$ cat src/rtl/block_scheduler_pkg.sv
// Shared types for the block scheduler: launch config, FSM state encodings
// and a popcount helper used to total simultaneous block completions.
// Latency: n/a (types only). Backpressure: n/a.
package block_scheduler_pkg;

  // Width of block ids carried in the launch config; num_blocks has one
  // extra bit so a full 2^CFG_ID_WIDTH block kernel can be expressed.
  localparam int CFG_ID_WIDTH = 8;

  typedef struct packed {
    logic [CFG_ID_WIDTH:0] num_blocks;
  } kernel_config_t;

  typedef enum logic [1:0] {IDLE, RUN, DONE} sched_state_t;

  typedef enum logic [1:0] {FREE, RST, ACTIVE} slot_state_t;

  function automatic int popcount(input logic [15:0] v);
    int c;
    c = 0;
    for (int i = 0; i < 16; i++) begin
      c += v[i] ? 1 : 0;
    end
    return c;
  endfunction

endpackage

$ cat src/rtl/core_slot.sv
// One core slot: FREE -> RST (1 cycle core_reset) -> ACTIVE (core_start) -> FREE.
// Latency: core_reset 1 cycle after dispatch, core_start 1 cycle after that.
// Backpressure: none; core_done is honoured only while ACTIVE.
// Ports: clk/reset; dispatch+block_id from the selector; run = kernel running;
//   kill forces RST (abort); core_done from the core; is_free/completed to the
//   selector and popcount; core_start/core_reset/core_block_id drive the core.
module core_slot
  import block_scheduler_pkg::*;
#(
  parameter int BLOCK_ID_WIDTH = 8
) (
  input  logic                      clk,
  input  logic                      reset,
  input  logic                      dispatch,
  input  logic [BLOCK_ID_WIDTH-1:0] block_id,
  input  logic                      run,
  input  logic                      kill,
  input  logic                      core_done,
  output logic                      is_free,
  output logic                      completed,
  output logic                      core_start,
  output logic                      core_reset,
  output logic [BLOCK_ID_WIDTH-1:0] core_block_id
);

  slot_state_t state;

  assign is_free   = (state == FREE);
  assign completed = (state == ACTIVE) && core_done;

  always_ff @(posedge clk) begin
    if (reset) begin
      state         <= FREE;
      core_reset    <= 1'b1;
      core_start    <= 1'b0;
      core_block_id <= '0;
    end else if (kill) begin
      state      <= RST;
      core_reset <= 1'b1;
      core_start <= 1'b0;
    end else begin
      case (state)
        FREE: begin
          if (dispatch) begin
            state         <= RST;
            core_reset    <= 1'b1;
            core_block_id <= block_id;
          end else begin
            // also clears the reset-time core_reset pulse
            core_reset <= 1'b0;
          end
        end
        RST: begin
          core_reset <= 1'b0;
          // after an abort the kernel is gone, so the slot parks instead of running
          if (run) begin
            state      <= ACTIVE;
            core_start <= 1'b1;
          end else begin
            state <= FREE;
          end
        end
        ACTIVE: begin
          if (core_done) begin
            state      <= FREE;
            core_start <= 1'b0;
          end
        end
        default: begin
          state      <= FREE;
          core_reset <= 1'b0;
          core_start <= 1'b0;
        end
      endcase
    end
  end

endmodule

$ cat src/rtl/block_scheduler.sv
// Kernel block scheduler: hands sequential block ids to free core slots and
// counts completions until the kernel is done. Latency: dispatch decision to
// core_reset 1 cycle; last completion to done 2 cycles. Backpressure: none;
// start is ignored while RUN, abort wins over start.
// Ports: clk/reset; start/abort/kernel_config control; core_done per core in;
//   core_start/core_reset/core_block_id per core out; busy/done/blocks_done status.
module block_scheduler
  import block_scheduler_pkg::*;
#(
  parameter int NUM_CORES        = 2,
  parameter int BLOCK_ID_WIDTH   = 8,
  parameter int LAUNCH_PER_CYCLE = 1
) (
  input  logic                                clk,
  input  logic                                reset,
  input  logic                                start,
  input  logic                                abort,
  input  kernel_config_t                      kernel_config,
  input  logic [NUM_CORES-1:0]                core_done,
  output logic [NUM_CORES-1:0]                core_start,
  output logic [NUM_CORES-1:0]                core_reset,
  output logic [NUM_CORES*BLOCK_ID_WIDTH-1:0] core_block_id,
  output logic                                busy,
  output logic                                done,
  output logic [BLOCK_ID_WIDTH:0]             blocks_done
);

  localparam int CW         = BLOCK_ID_WIDTH + 1;
  localparam int MAX_BLOCKS = 1 << BLOCK_ID_WIDTH;

  sched_state_t              state;
  logic [CW-1:0]             num_blocks_q;
  logic [CW-1:0]             dispatched_q;
  logic [CW-1:0]             cfg_blocks;
  logic [CW-1:0]             launch_cnt;
  logic [CW-1:0]             done_cnt;
  logic [NUM_CORES-1:0]      slot_free;
  logic [NUM_CORES-1:0]      slot_completed;
  logic [NUM_CORES-1:0]      sel;
  logic [BLOCK_ID_WIDTH-1:0] sel_id [NUM_CORES];
  logic                      running;
  logic                      kill;
  int                        pick_cnt;

  assign running = (state == RUN);
  assign kill    = running && abort;

  // Counters must never wrap, so oversize requests are clamped.
  assign cfg_blocks = (int'(kernel_config.num_blocks) > MAX_BLOCKS) ?
                      CW'(MAX_BLOCKS) : CW'(kernel_config.num_blocks);

  // Lowest-index free slots win; each takes the next id in slot order.
  always_comb begin
    sel      = '0;
    pick_cnt = 0;
    for (int i = 0; i < NUM_CORES; i++) begin
      sel_id[i] = BLOCK_ID_WIDTH'(int'(dispatched_q) + pick_cnt);
      if (running && !abort && slot_free[i] && pick_cnt < LAUNCH_PER_CYCLE &&
          (int'(dispatched_q) + pick_cnt) < int'(num_blocks_q)) begin
        sel[i]   = 1'b1;
        pick_cnt = pick_cnt + 1;
      end
    end
    launch_cnt = CW'(pick_cnt);
  end

  assign done_cnt = CW'(popcount(16'(slot_completed)));

  always_ff @(posedge clk) begin
    if (reset) begin
      state        <= IDLE;
      busy         <= 1'b0;
      done         <= 1'b0;
      num_blocks_q <= '0;
      dispatched_q <= '0;
      blocks_done  <= '0;
    end else begin
      case (state)
        IDLE, DONE: begin
          if (start && !abort) begin
            num_blocks_q <= cfg_blocks;
            dispatched_q <= '0;
            blocks_done  <= '0;
            if (cfg_blocks == '0) begin
              state <= DONE;
              busy  <= 1'b0;
              done  <= 1'b1;
            end else begin
              state <= RUN;
              busy  <= 1'b1;
              done  <= 1'b0;
            end
          end
        end
        RUN: begin
          if (abort) begin
            // completions in the abort cycle belong to a dead kernel
            state <= IDLE;
            busy  <= 1'b0;
            done  <= 1'b0;
          end else begin
            dispatched_q <= dispatched_q + launch_cnt;
            blocks_done  <= blocks_done + done_cnt;
            if (blocks_done == num_blocks_q) begin
              state <= DONE;
              busy  <= 1'b0;
              done  <= 1'b1;
            end
          end
        end
        default: begin
          state <= IDLE;
          busy  <= 1'b0;
          done  <= 1'b0;
        end
      endcase
    end
  end

  for (genvar g = 0; g < NUM_CORES; g++) begin : g_slot
    core_slot #(
      .BLOCK_ID_WIDTH(BLOCK_ID_WIDTH)
    ) u_slot (
      .clk          (clk),
      .reset        (reset),
      .dispatch     (sel[g]),
      .block_id     (sel_id[g]),
      .run          (running),
      .kill         (kill),
      .core_done    (core_done[g]),
      .is_free      (slot_free[g]),
      .completed    (slot_completed[g]),
      .core_start   (core_start[g]),
      .core_reset   (core_reset[g]),
      .core_block_id(core_block_id[g*BLOCK_ID_WIDTH +: BLOCK_ID_WIDTH])
    );
  end

endmodule
$ cat config.mk
export PLATFORM = sky130hd
export DESIGN_NAME = block_scheduler
export DESIGN_NICKNAME = d
export VERILOG_FILES = /design/src/rtl/block_scheduler_pkg.sv /design/src/rtl/core_slot.sv /design/src/rtl/block_scheduler.sv
export SDC_FILE = /design/constraint.sdc
export NUM_CORES = 1
export LEC_CHECK = 0
export BUFFER_PORTS_ARGS = -buffer_cell sky130_fd_sc_hd__buf_2
export CAP_MARGIN = 20
export CORE_MARGIN = 1
export CORE_UTILIZATION = 53
export CTS_BUF_LIST = sky130_fd_sc_hd__clkbuf_4
export CTS_CLUSTER_DIAMETER = 60
export DETAILED_ROUTE_END_ITERATION = 8
export PLACE_DENSITY = 0.84
export SYNTH_ARGS = -nofsm -noshare
export SYNTH_HDL_FRONTEND = slang
export SYNTH_HIERARCHICAL = 1
export SYNTH_SLANG_ARGS = --single-unit
$ cat constraint.sdc
create_clock -name clk -period 4.28 [get_ports clk]
set_input_delay 0.856 -clock clk [delete_from_list [all_inputs] [get_ports clk]]
set_output_delay 0.856 -clock clk [all_outputs]
set_load 0.01 [all_outputs]
==> flow_summary.rst <==
.. list-table::
   :header-rows: 1

   * - Metric
     - Value
   * - Synthesis Warnings
     - 6
   * - Count of boundary I/O pins
     - between 40 and 50
   * - Number of CTS-inserted buffers
     - 5
   * - Worst reg2reg setup slack
     - roughly 0.02 ns
   * - Reg-to-reg critical path startpoint
     - dispatched_q[0]$_SDFFE_PP0P_
   * - Fraction of the mapped netlist area in compound gates
     - 0.105
   * - RR Endpoint
     - dispatched_q[6]$_SDFFE_PP0P_
   * - GRT Total Usage
     - 0.236
   * - Cell count after synthesis
     - about 340
   * - Initial antenna violation count
     - 0
   * - Standard cell with the maximum stage delay on the critical path
     - sky130_fd_sc_hd__fa_2
   * - Area grow syn2layout
     - 22.2%
   * - Finished Layout Cells
     - 473
   * - Number of flops mapped to enable cells by yosys
     - 0
   * - Failing checks
     - negative setup slack
   * - Final Hold Viols
     - 0
   * - Placed wire-length estimate after detailed placement
     - about 5.1 mm
   * - Post-synthesis xor/xnor area fraction
     - 0.0838
   * - Number of nets in the layout
     - roughly 440
   * - Number of port buffers
     - 45
   * - Class of the tightest hold or removal check
     - flip-flop to flip-flop
   * - Library cell appearing most often on the critical path
     - sky130_fd_sc_hd__ha_4
   * - Chip width
     - slightly below 80 um
   * - Wire length of the first global-routing pass
     - approximately 11 mm
   * - Commonest cells after routing, fill and taps aside
     - sky130_fd_sc_hd__dfxtp_1, sky130_fd_sc_hd__buf_2, sky130_fd_sc_hd__nand2b_1
   * - Headroom to the max-slew limit
     - 0.307
   * - Flip-flop and latch count after synthesis
     - 54
   * - Adder-cell share of the synthesized area
     - 0.101
   * - Final Core Density
     - 0.683
   * - Period Utilization, post-route
     - 1.01
   * - Ratio of routed vias to standard cells
     - about 5.6
   * - Fraction of the mapped netlist area in simple logic gates
     - 0.257
   * - Number of placement rows
     - 27
   * - Cell area after technology mapping
     - around 3100 sq um
   * - Worst hold path stage count
     - 2
   * - Initial DRC count
     - 220
   * - Launch instance of the worst min-delay path
     - g_slot[0].u_slot/core_block_id[1]$_SDFFE_PP0P_
   * - Global-route congestion overflow total
     - 0
   * - Critical path cell sequence
     - buf_8 > nor3b_4 > nand4b_1 > a311oi_2 > o31a_2 > ha_4 > and3_4 > nand2_4 > xnor2_4 > ha_4 > buf_6 > a21oi_2 > o21ai_2 > nand4_1 > and4b_2 > ha_4 > ha_4 > fa_2 > nand4_1 > xor2_1 > nor2_1
   * - Slew at the pin with the worst max-slew slack
     - approximately 1.0 ns
   * - Number of pins exceeding their max-slew limit in the final report
     - 0
   * - Gate family responsible for the most delay along the worst path
     - simple AND/OR/NAND/NOR gates
   * - Final setup slack of the worst path
     - -0.0358 ns
   * - Achievable clock frequency
     - about 230 MHz
   * - Peak ir drop on the vdd network
     - about 0.00013 V
   * - Static Leak
     - 1.62 nW
   * - Final setup violation count
     - 4
   * - Fraction of final layout cells with drive strength greater than 1
     - 0.302
   * - TritonCTS clock tree
     - yes
   * - Biggest cell delay along the critical path
     - approximately 0.38 ns
   * - Latest clock arrival within the worst-skew pair
     - between 0.3 and 0.4 ns
   * - Core box area
     - around 5600 sq um
   * - TritonCTS sink count
     - 54
   * - Die H
     - 78.9 um
   * - CP Buf/Inv Count
     - 2
   * - Total power draw
     - 0.831 mW
   * - DR WL/cell
     - roughly 16 um
   * - Number of optimization iterations in the first detailed-route pass
     - 4
   * - Effective utilization at floorplan
     - 0.559
   * - Maximum fanout along the worst path
     - 4
   * - Critical Path AT
     - around 4.6 ns
   * - Library cells used by synthesis
     - between 40 and 50
   * - Result of the run
     - complete, but fails checks
   * - DRC viols
     - 0
   * - Areal power density over the cells
     - ~220 nW/um^2
   * - Most common library cell in the layout ignoring fill and taps
     - sky130_fd_sc_hd__dfxtp_1
   * - Maxcap violations
     - 0
   * - Net count after synthesis
     - approximately 380
   * - Dominant combinational cell family by area after synthesis
     - simple AND/OR/NAND/NOR gates
   * - Pin count of the biggest net entering global routing
     - 49
   * - Critical Path RT
     - between 4 and 5 ns
   * - Deepest clock path buffer count
     - 2
   * - Clock transition time at the flip-flop clock pins of the worst setup and hold paths
     - roughly 0.13 ns
   * - Mean cell area of the mapped netlist
     - slightly above 9 sq um
   * - Final Skew
     - 0.0230 ns
   * - Fillers
     - between 400 and 500
   * - Fin crit period
     - 4.32 ns
   * - Number of antenna repair diodes
     - 0
   * - Ys async rst share
     - 0
   * - Root buffer cell
     - sky130_fd_sc_hd__clkbuf_4
   * - Share of synthesized area occupied by flip-flops and latches
     - 0.345
   * - Worst setup timing slack at the placement stage
     - -0.387 ns
   * - Synth Flop Type
     - sky130_fd_sc_hd__dfxtp_1
   * - Worst Reg2Reg Path Length in Cells
     - 19
   * - Worst hold path endpoint
     - g_slot[0].u_slot/core_block_id[1]$_SDFFE_PP0P_
   * - Mux cell area share after synthesis
     - 0.0575
   * - Placer's final routability congestion estimate
     - between 0.8 and 0.9
   * - Post-route ant nets
     - 0
   * - Total wire length after detailed routing
     - ~7.7 mm
   * - Placed insts
     - 460
   * - Unrepaired setup endpoints after global routing
     - true
   * - Crit path launch type
     - input pin
   * - H-tree levels
     - 2
   * - Endpoint type of the worst setup path
     - flip-flop
   * - Die Footprint
     - between 6000 and 7000 sq um
   * - Number of global-route vias before repair
     - approximately 2400
   * - Number of hold buffers added after cts
     - 0
   * - Vias after detailed routing
     - about 2700
   * - Class of the most critical setup path
     - input pin to flip-flop
   * - Final sum of negative setup slack
     - -0.0849 ns
-- area by class of cell --
type	count	area, sq um	area share
Clock buffer	6	45.0	0.0118
Clock inverter	2	8.76	0.00229
Multi-Input combinational cell	256	2110	0.551
Timing Repair Buffer	69	432	0.113
Inverter	14	52.6	0.0137
Tap cell	72	90.1	0.0235
Sequential cell	54	1090	0.285
-- worst max path at each step --
| stage | slack [ns] | depth (start not counted) | end | start |
|---|---|---|---|---|
| after floorplan | 0.04 | 19 | dispatched_q[1]$_SDFFE_PP0P_ | abort |
| after global placement | -0.22 | 20 | dispatched_q[6]$_SDFFE_PP0P_ | abort |
| after detailed placement | -0.39 | 20 | dispatched_q[6]$_SDFFE_PP0P_ | abort |
| after CTS | 0.01 | 22 | dispatched_q[6]$_SDFFE_PP0P_ | num_blocks_q[8]$_SDFFE_PP0P_ |
| after global routing | -0.11 | 19 | dispatched_q[6]$_SDFFE_PP0P_ | dispatched_q[0]$_SDFFE_PP0P_ |
| final | -0.04 | 21 | dispatched_q[6]$_SDFFE_PP0P_ | abort |
-- tightest hold or removal path: cells and delay by family (launching register included) --
kind             cells  cell delay, ns
and+or+nand+nor      1            0.06
muxes                1            0.06
DFF                  1            0.33
-- through the flow --
stage	area (sq um)	hold WS, ns
2_1_floorplan	3160	0.480
3_3_place_gp	3520	0.455
6_report	3830	0.480
5_1_grt	3830	0.503
3_5_place_dp	3520	0.462
4_1_cts	3590	0.488
-- registers in the layout, summed over array words and instances (netlist names) --
register / flops
busy: 1
g_slot.u_slot/core_block_id: 16
blocks_done: 9
num_blocks_q: 9
g_slot.u_slot/core_reset: 2
state: 1
dispatched_q: 9
g_slot.u_slot/core_start: 2
g_slot.u_slot/state: 4
done: 1
-- per-layer routing --
| layer | wire (um) | share of wire | vias to the layer above | global-route usage |
|---|---|---|---|---|
| li1 | - | - | 1283 | - |
| met1 | 3250 | 0.42 | 1265 | 0.302 |
| met2 | 3830 | 0.50 | 97 | 0.392 |
| met3 | 410 | 0.053 | 19 | 0.0414 |
| met4 | 187 | 0.024 | 0 | 0.0964 |
| met5 | 0 | 0 | - | 0 |
-- kinds of logic (layout without fill, tap and decap cells) --
logic type,count (synthesis),in the layout
AOI/OAI and AO/OA,47,47
xor gates and xnor gates,30,30
adders and majority gates,24,24
buffers and inverters,29,91
DFF,54,54
muxes,18,18
and+or+nand+nor,137,137
-- synthesized netlist by cell type (2+ instances only) --
cell type                   n  area, sq um
sky130_fd_sc_hd__nand2_1   24         90.1
sky130_fd_sc_hd__nor2_1    26         97.6
sky130_fd_sc_hd__nor3_1     3         15.0
sky130_fd_sc_hd__and3b_2    2         20.0
sky130_fd_sc_hd__xor2_1    20          175
sky130_fd_sc_hd__nand4_1   10         62.6
sky130_fd_sc_hd__nor4_1     3         18.8
sky130_fd_sc_hd__a32o_1     2         20.0
sky130_fd_sc_hd__fa_1       2         40.0
sky130_fd_sc_hd__nand3b_1   3         22.5
sky130_fd_sc_hd__dfxtp_1   54         1080
sky130_fd_sc_hd__clkbuf_1   3         11.3
sky130_fd_sc_hd__buf_2      6         30.0
sky130_fd_sc_hd__a21boi_1   2         15.0
sky130_fd_sc_hd__ha_1      22          275
sky130_fd_sc_hd__and2_1     3         18.8
sky130_fd_sc_hd__and3_1     4         25.0
sky130_fd_sc_hd__a21o_1     7         52.6
sky130_fd_sc_hd__nor4b_4    2         47.6
sky130_fd_sc_hd__inv_1     14         52.6
sky130_fd_sc_hd__or3b_1     4         35.0
sky130_fd_sc_hd__nand2b_1  34          213
sky130_fd_sc_hd__o21ai_0   12         60.1
sky130_fd_sc_hd__xnor2_1   10         87.6
sky130_fd_sc_hd__a21oi_1   14         70.1
sky130_fd_sc_hd__buf_6      6         67.6
sky130_fd_sc_hd__nand3_1   12         60.1
sky130_fd_sc_hd__mux2i_1   18          180
-- power by group --
part | internal (mW) | leakage, nW | switching (mW)
clock network | 0.0684 | 0.0331 | 0.152
logic | 0.0397 | 1.15 | 0.0523
registers | 0.510 | 0.440 | 0.00748
total | 0.618 | 1.62 | 0.212
-- repair_timing --
item / in CTS / in global routing
setup endpoints to repair: 5 / 8
pin swaps: 1 / 21
setup buffers: 1 / 4
endpoints found under the hold margin: 0 / 0
gates resized for setup: 3 / 35
(Power assumes the default switching activity.)
